$ cat src/rtl/mem_port_arbiter_if.sv
// Bundle of pipeline request/response and unified-memory bus signals for mem_port_arbiter.
// The master view belongs to the arbiter; the slave view belongs to pipeline plus memory.
interface mem_port_arbiter_if #(
    parameter int unsigned AW = 32,
    parameter int unsigned DW = 32
);
    logic              if_req;
    logic [AW-1:0]     if_addr;
    logic [DW-1:0]     if_rdata;
    logic              dm_req;
    logic              dm_wr;
    logic [DW/8-1:0]   dm_be;
    logic [AW-1:0]     dm_addr;
    logic [DW-1:0]     dm_wdata;
    logic [DW-1:0]     dm_rdata;
    logic              stall;
    logic              mem_req;
    logic              mem_wr;
    logic [DW/8-1:0]   mem_be;
    logic [AW-1:0]     mem_addr;
    logic [DW-1:0]     mem_wdata;
    logic [DW-1:0]     mem_rdata;
    logic              mem_ack;
    logic              bus_err;

    modport master (
        input  if_req, if_addr, dm_req, dm_wr, dm_be, dm_addr, dm_wdata, mem_rdata, mem_ack,
        output if_rdata, dm_rdata, stall, mem_req, mem_wr, mem_be, mem_addr, mem_wdata, bus_err
    );

    modport slave (
        output if_req, if_addr, dm_req, dm_wr, dm_be, dm_addr, dm_wdata, mem_rdata, mem_ack,
        input  if_rdata, dm_rdata, stall, mem_req, mem_wr, mem_be, mem_addr, mem_wdata, bus_err
    );
endinterface

$ cat src/rtl/mem_port_arbiter.sv
// Shares one single-ported memory between fetch and data access, data first, stalling the
// pipeline until every access of the current pipeline cycle is done; includes an ack watchdog.
module mem_port_arbiter #(
    parameter int unsigned AW      = 32,
    parameter int unsigned DW      = 32,
    parameter int unsigned TIMEOUT = 255
) (
    input  logic               clk,
    input  logic               rst,
    mem_port_arbiter_if.master bus
);
    localparam int unsigned   BW       = DW / 8;
    localparam int unsigned   CW       = $clog2(TIMEOUT + 1);
    localparam logic [CW-1:0] WDOG_MAX = CW'(TIMEOUT);

    typedef enum logic [1:0] {StIdle, StData, StInst} state_e;

    state_e          r_state;
    logic            r_dm_done;
    logic            r_if_done;
    logic [CW-1:0]   r_wdog;
    logic            r_mem_req;
    logic            r_mem_wr;
    logic [BW-1:0]   r_mem_be;
    logic [AW-1:0]   r_mem_addr;
    logic [DW-1:0]   r_mem_wdata;
    logic [DW-1:0]   r_if_rdata;
    logic [DW-1:0]   r_dm_rdata;
    logic            r_bus_err;

    logic            w_dm_pend;
    logic            w_if_pend;
    logic            w_stall;
    logic            w_timeout;
    logic            w_ack;
    logic            w_forced;
    logic [DW-1:0]   w_rdata;

    assign w_dm_pend = bus.dm_req & ~r_dm_done;
    assign w_if_pend = bus.if_req & ~r_if_done;
    assign w_stall   = w_dm_pend | w_if_pend;

    // A watchdog expiry completes the access as if acked, returning zero data.
    assign w_timeout = (r_state != StIdle) && (r_wdog == WDOG_MAX);
    assign w_ack     = bus.mem_ack | w_timeout;
    assign w_forced  = w_timeout & ~bus.mem_ack;
    assign w_rdata   = bus.mem_ack ? bus.mem_rdata : '0;

    always_ff @(posedge clk) begin
        if (rst) begin
            r_state     <= StIdle;
            r_dm_done   <= 1'b0;
            r_if_done   <= 1'b0;
            r_wdog      <= '0;
            r_mem_req   <= 1'b0;
            r_mem_wr    <= 1'b0;
            r_mem_be    <= '0;
            r_mem_addr  <= '0;
            r_mem_wdata <= '0;
            r_if_rdata  <= '0;
            r_dm_rdata  <= '0;
            r_bus_err   <= 1'b0;
        end else begin
            if (!w_stall) begin
                r_dm_done <= 1'b0;
                r_if_done <= 1'b0;
            end
            unique case (r_state)
                StIdle: begin
                    r_wdog <= '0;
                    if (w_dm_pend) begin
                        r_state     <= StData;
                        r_mem_req   <= 1'b1;
                        r_mem_wr    <= bus.dm_wr;
                        r_mem_be    <= bus.dm_wr ? bus.dm_be : '1;
                        r_mem_addr  <= bus.dm_addr;
                        r_mem_wdata <= bus.dm_wdata;
                    end else if (w_if_pend) begin
                        r_state     <= StInst;
                        r_mem_req   <= 1'b1;
                        r_mem_wr    <= 1'b0;
                        r_mem_be    <= '1;
                        r_mem_addr  <= bus.if_addr;
                        r_mem_wdata <= '0;
                    end
                end
                StData: begin
                    if (w_ack) begin
                        r_wdog    <= '0;
                        r_dm_done <= w_stall;
                        if (!r_mem_wr) r_dm_rdata <= w_rdata;
                        if (w_forced) r_bus_err <= 1'b1;
                        // Fetch follows immediately; mem_req may stay high across the switch.
                        if (w_if_pend) begin
                            r_state     <= StInst;
                            r_mem_wr    <= 1'b0;
                            r_mem_be    <= '1;
                            r_mem_addr  <= bus.if_addr;
                            r_mem_wdata <= '0;
                        end else begin
                            r_state   <= StIdle;
                            r_mem_req <= 1'b0;
                        end
                    end else begin
                        r_wdog <= r_wdog + CW'(1);
                    end
                end
                StInst: begin
                    if (w_ack) begin
                        r_wdog     <= '0;
                        r_if_done  <= w_stall;
                        r_if_rdata <= w_rdata;
                        if (w_forced) r_bus_err <= 1'b1;
                        r_state    <= StIdle;
                        r_mem_req  <= 1'b0;
                    end else begin
                        r_wdog <= r_wdog + CW'(1);
                    end
                end
                default: begin
                    r_state   <= StIdle;
                    r_mem_req <= 1'b0;
                    r_wdog    <= '0;
                end
            endcase
        end
    end

    assign bus.stall     = w_stall;
    assign bus.mem_req   = r_mem_req;
    assign bus.mem_wr    = r_mem_wr;
    assign bus.mem_be    = r_mem_be;
    assign bus.mem_addr  = r_mem_addr;
    assign bus.mem_wdata = r_mem_wdata;
    assign bus.if_rdata  = r_if_rdata;
    assign bus.dm_rdata  = r_dm_rdata;
    assign bus.bus_err   = r_bus_err;
endmodule
$ cat src/flat_wrapper.sv
// flat-port wrapper written by rule: the top's interface ports become plain ports
module mem_port_arbiter_flat 
#(
    parameter int unsigned AW      = 32,
    parameter int unsigned DW      = 32,
    parameter int unsigned TIMEOUT = 255
)
  (clk, rst, bus_if_req, bus_if_addr, bus_dm_req, bus_dm_wr, bus_dm_be, bus_dm_addr, bus_dm_wdata, bus_mem_rdata, bus_mem_ack, bus_if_rdata, bus_dm_rdata, bus_stall, bus_mem_req, bus_mem_wr, bus_mem_be, bus_mem_addr, bus_mem_wdata, bus_bus_err);
  mem_port_arbiter_if #(.AW(AW), .DW(DW)) bus_i ();
  input  logic clk;
  input  logic rst;
  input wire logic [$bits(bus_i.if_req)-1:0] bus_if_req;
  input wire logic [$bits(bus_i.if_addr)-1:0] bus_if_addr;
  input wire logic [$bits(bus_i.dm_req)-1:0] bus_dm_req;
  input wire logic [$bits(bus_i.dm_wr)-1:0] bus_dm_wr;
  input wire logic [$bits(bus_i.dm_be)-1:0] bus_dm_be;
  input wire logic [$bits(bus_i.dm_addr)-1:0] bus_dm_addr;
  input wire logic [$bits(bus_i.dm_wdata)-1:0] bus_dm_wdata;
  input wire logic [$bits(bus_i.mem_rdata)-1:0] bus_mem_rdata;
  input wire logic [$bits(bus_i.mem_ack)-1:0] bus_mem_ack;
  output wire logic [$bits(bus_i.if_rdata)-1:0] bus_if_rdata;
  output wire logic [$bits(bus_i.dm_rdata)-1:0] bus_dm_rdata;
  output wire logic [$bits(bus_i.stall)-1:0] bus_stall;
  output wire logic [$bits(bus_i.mem_req)-1:0] bus_mem_req;
  output wire logic [$bits(bus_i.mem_wr)-1:0] bus_mem_wr;
  output wire logic [$bits(bus_i.mem_be)-1:0] bus_mem_be;
  output wire logic [$bits(bus_i.mem_addr)-1:0] bus_mem_addr;
  output wire logic [$bits(bus_i.mem_wdata)-1:0] bus_mem_wdata;
  output wire logic [$bits(bus_i.bus_err)-1:0] bus_bus_err;
  assign bus_i.if_req = bus_if_req;
  assign bus_i.if_addr = bus_if_addr;
  assign bus_i.dm_req = bus_dm_req;
  assign bus_i.dm_wr = bus_dm_wr;
  assign bus_i.dm_be = bus_dm_be;
  assign bus_i.dm_addr = bus_dm_addr;
  assign bus_i.dm_wdata = bus_dm_wdata;
  assign bus_i.mem_rdata = bus_mem_rdata;
  assign bus_i.mem_ack = bus_mem_ack;
  assign bus_if_rdata = bus_i.if_rdata;
  assign bus_dm_rdata = bus_i.dm_rdata;
  assign bus_stall = bus_i.stall;
  assign bus_mem_req = bus_i.mem_req;
  assign bus_mem_wr = bus_i.mem_wr;
  assign bus_mem_be = bus_i.mem_be;
  assign bus_mem_addr = bus_i.mem_addr;
  assign bus_mem_wdata = bus_i.mem_wdata;
  assign bus_bus_err = bus_i.bus_err;
  mem_port_arbiter #(.AW(AW), .DW(DW), .TIMEOUT(TIMEOUT)) u_core (.clk(clk), .rst(rst), .bus(bus_i));
endmodule
$ cat config.mk
export PLATFORM = sky130hd
export DESIGN_NAME = mem_port_arbiter_flat
export DESIGN_NICKNAME = d
export VERILOG_FILES = /design/src/rtl/mem_port_arbiter_if.sv /design/src/rtl/mem_port_arbiter.sv /design/src/flat_wrapper.sv
export SDC_FILE = /design/constraint.sdc
export NUM_CORES = 1
export LEC_CHECK = 0
export BUFFER_PORTS_ARGS = -buffer_cell sky130_fd_sc_hd__buf_2
export CORE_MARGIN = 8
export CORE_UTILIZATION = 30
export DETAILED_ROUTE_END_ITERATION = 16
export PLACE_DENSITY = 0.63
export SLEW_MARGIN = 40
export SYNTH_ARGS = -nofsm -noshare
export SYNTH_HDL_FRONTEND = slang
export SYNTH_SLANG_ARGS = --single-unit
$ cat constraint.sdc
create_clock -name clk -period 3.4 [get_ports clk]
set_input_delay 0.68 -clock clk [delete_from_list [all_inputs] [get_ports clk]]
set_output_delay 0.68 -clock clk [all_outputs]
set_load 0.005 [all_outputs]
==> results.toml <==
[critical_path]
crit_path_max_fanout = 15
startpoint_type = "flip-flop"
path_cells = "inv_1 -> ha_1 -> nor3b_4 -> o22a_1 -> and2_2 -> buf_4 -> a311oi_2"
crit_slowest_cell = "o22a_1"
endpoint_kind = "flip-flop"
crit_required_ns = 3.68
cp.arrival_ns = 2.75
critical_path_class = "reg2reg"
cpPeakStageDelay_ns = 0.48

[floorplanning]
ios = 274
start_util_pct = 30.7
die_x_um = 155
core_mm2 = 0.0188
die_y_um = 155
dieArea_mm2 = 0.0240
row_count = 50

[final_layout]
syn2layout_area_growth_pct = 37.7
design_area_mm2 = 0.00796
seqCellArea_mm2 = 0.00294
drive_above_1_share_pct = 43.0
num_antenna_cells = 0
multi_input_area_mm2 = 0.00253
fillers = 1859
final_nets = 963

[timing]
tightest_slew_ns = 0.692
hold_viol = 0
setup-violations-final = 0
period_minus_slack_ns = 2.47
min_period_over_period_pct = 72.8
rsz0062_at_grt = "false"
finalSetupTns_ns = 0
slew_headroom_pct = 53.9
skew_ns = 0.0108
clock.fmax_ghz = 0.404
report.final.slew_viol_count = 0

[run]
maxCapViolCount = 0

[power_and_ir_drop]
ir_worst_vdd_mv = 0.308
powerDensity_mw_per_mm2 = 662
leakage_nw = 3.50
p_total_mw = 5.27

[clock_network]
numCtsBuffers = 17
clkTransAtPathRegs_ns = 0.06
cts_hold_buf = 0
h-tree-depth = 4
clock_latency_ns = 0.42
cts_resized = 0
cts-root-buf = "clkbuf_16"
cts_sinks = 147
cts_buffer_depth = 2
cts_setup_buffers = 0
tritoncts = "yes"

[logic_synthesis]
yosysTopAreaCell = "dfxtp_1"
synth_top_cell_area_share_pct = 50.9
syn_inst = 574
synthesis.nets = 716
yosys_warnings = 0
synthFlopType = "dfxtp_1"
ys_types = 46
async_flop_share_pct = 0
synth_edf_count = 0
syn-cell-area_mm2 = 0.00578
synth_area_leaders = "dfxtp_1 51%, a311oi_2 7.5%, a21oi_1 5.7%"
ys_seq_elements = 147
syn_avg_cell_area_um2 = 10.1
yosysSeqAreaShare_pct = 50.9

[place]
place_area_mm2 = 0.00732
hpwl_um = 14900
io_buffers = 273
gp_congestion = 0.802

[grt]
grt_pass1_wl_um = 32100
grt-ovfl-total = 0
antenna_found_initial = 0
grt_max_degree = 67
track_usage_pct = 16.8
grt_pass1_vias = 5569

[worst_hold_path]
hp-class = "reg2reg"

[routing]
post_drt_wl_per_cell_um = 18.9
drc = 0
ant_nets = 0
wl_um = 20700
initialDrtViolationCount = 274
drtPass1Iterations = 5
viasPerCell = 5.11
vias = 5582

[status]
outcome = "completed"
==> report_power, final <==
group	internal, mW	switching (mW)	leakage, nW	total [mW]
clock	1.30	0.735	0.304	2.04
sequential	1.94	0.108	1.20	2.04
combinational	0.501	0.685	1.99	1.19
==> flip-flops by register name, summed over array words and instances, names as in the netlist <==
register              cells
u_core.bus.dm_rdata      32
u_core.bus.if_rdata      32
u_core.bus.mem_addr      32
u_core.bus.mem_wdata     32
u_core.r_wdog             8
u_core.bus.mem_be         4
u_core.r_state            2
u_core.bus.bus_err        1
u_core.bus.mem_req        1
u_core.bus.mem_wr         1
u_core.r_dm_done          1
u_core.r_if_done          1
==> through the flow <==
| step | instances | setup WS, ns | hold slack [ns] | utilization, % |
|---|---|---|---|---|
| 2_1_floorplan | 574 | 1.49 | 0.426 | - |
| 4_1_cts | 1093 | 0.939 | 0.462 | 42.3 |
| 3_3_place_gp | 1062 | 1.04 | 0.442 | 38.9 |
| 6_report | 1093 | 0.925 | 0.457 | 42.3 |
| 3_5_place_dp | 1062 | 0.952 | 0.449 | 38.9 |
| 5_1_grt | 1093 | 0.798 | 0.461 | 42.3 |
==> final cells by class <==
type / instances / share of cell area [%]
sequential: 147 / 37.0
multi-input combinational: 360 / 31.8
timing repair buffer: 289 / 18.9
clock buffer: 19 / 5.44
tap: 260 / 4.09
clock inverter: 12 / 2.58
inverter: 6 / 0.283
==> cell families (layout without fill, tap and decap cells) <==
logic type	count (synthesis)	count (layout)	synth area share, %
XOR/XNOR	6	6	0.909
buffers and inverters	67	326	5.46
multiplexers	1	1	0.173
adder cells (fa/ha/maj)	4	4	0.866
AND/OR/NAND/NOR	102	102	8.66
flip-flops	147	147	50.9
AO/OA/AOI/OAI	247	247	33.0
==> Yosys cell counts (all sizes together), types with 2 or more instances <==
library cell and count:
o221a 4, a211oi 2, a32o 32, and2 2
xnor2 2, nor2 10, a311oi 32, buf 25
clkbuf 36, o21ai 66, a21oi 68, inv 6
and4 2, and3 2, a22o 32, nand2 40
nand3 35, dfxtp 147, nor2b 2, nand4 2
ha 4, xor2 4, nand2b 3
==> worst max-delay path, delay by kind of cell (launching register included) <==
family | cells | cell delay (ns)
buf+inv | 2 | 0.34
fa+ha+maj | 1 | 0.41
flops | 1 | 0.33
compound gates | 2 | 0.60
simple gates | 2 | 0.64
==> layout by cell type, fill, tap and decap left out, types with 2 or more instances in the layout <==
| cell type | synthesis | final |
|---|---|---|
| nand2_1 | 40 | 40 |
| inv_1 | 6 | 6 |
| clkinvlp_4 | 0 | 2 |
| clkinv_4 | 0 | 3 |
| a211oi_1 | 2 | 2 |
| a311oi_2 | 29 | 29 |
| o221a_1 | 4 | 4 |
| dfxtp_1 | 147 | 147 |
| a32o_1 | 32 | 32 |
| o21ai_0 | 46 | 46 |
| nand3_1 | 35 | 35 |
| a22o_1 | 32 | 32 |
| nand2b_1 | 3 | 3 |
| a311oi_1 | 3 | 3 |
| clkbuf_16 | 0 | 17 |
| buf_4 | 2 | 16 |
| xor2_1 | 4 | 4 |
| nand4_1 | 2 | 2 |
| buf_2 | 19 | 272 |
| and3_1 | 2 | 2 |
| nor2_1 | 9 | 9 |
| bufinv_16 | 0 | 5 |
| ha_1 | 4 | 4 |
| clkbuf_1 | 34 | 2 |
| and4_1 | 2 | 2 |
| o21ai_1 | 20 | 20 |
| xnor2_1 | 2 | 2 |
| a21oi_1 | 66 | 65 |
| a21oi_2 | 2 | 3 |
==> layer usage <==
layer / global-route usage, % / routed length, um
met1: 20.7 / 8750
met5: 0 / 0
met2: 27.5 / 10000
met4: 6.07 / 432
met3: 4.82 / 1500
==> path summary, 6_finish.rpt <==
path                                   startpoint                                   end  slack [ns]  depth (start not counted)
max                u_core.r_state[1]$_SDFFE_PP0P_  u_core.bus.mem_addr[10]$_SDFFE_PP0P_        0.93                          7
min          u_core.bus.if_rdata[19]$_SDFFE_PP0P_  u_core.bus.if_rdata[19]$_SDFFE_PP0P_        0.46                          1
max reg2reg        u_core.r_state[1]$_SDFFE_PP0P_  u_core.bus.mem_addr[10]$_SDFFE_PP0P_        0.93                          7
min reg2reg  u_core.bus.if_rdata[19]$_SDFFE_PP0P_  u_core.bus.if_rdata[19]$_SDFFE_PP0P_        0.46                          1
Power figures use the tool's default switching activity.
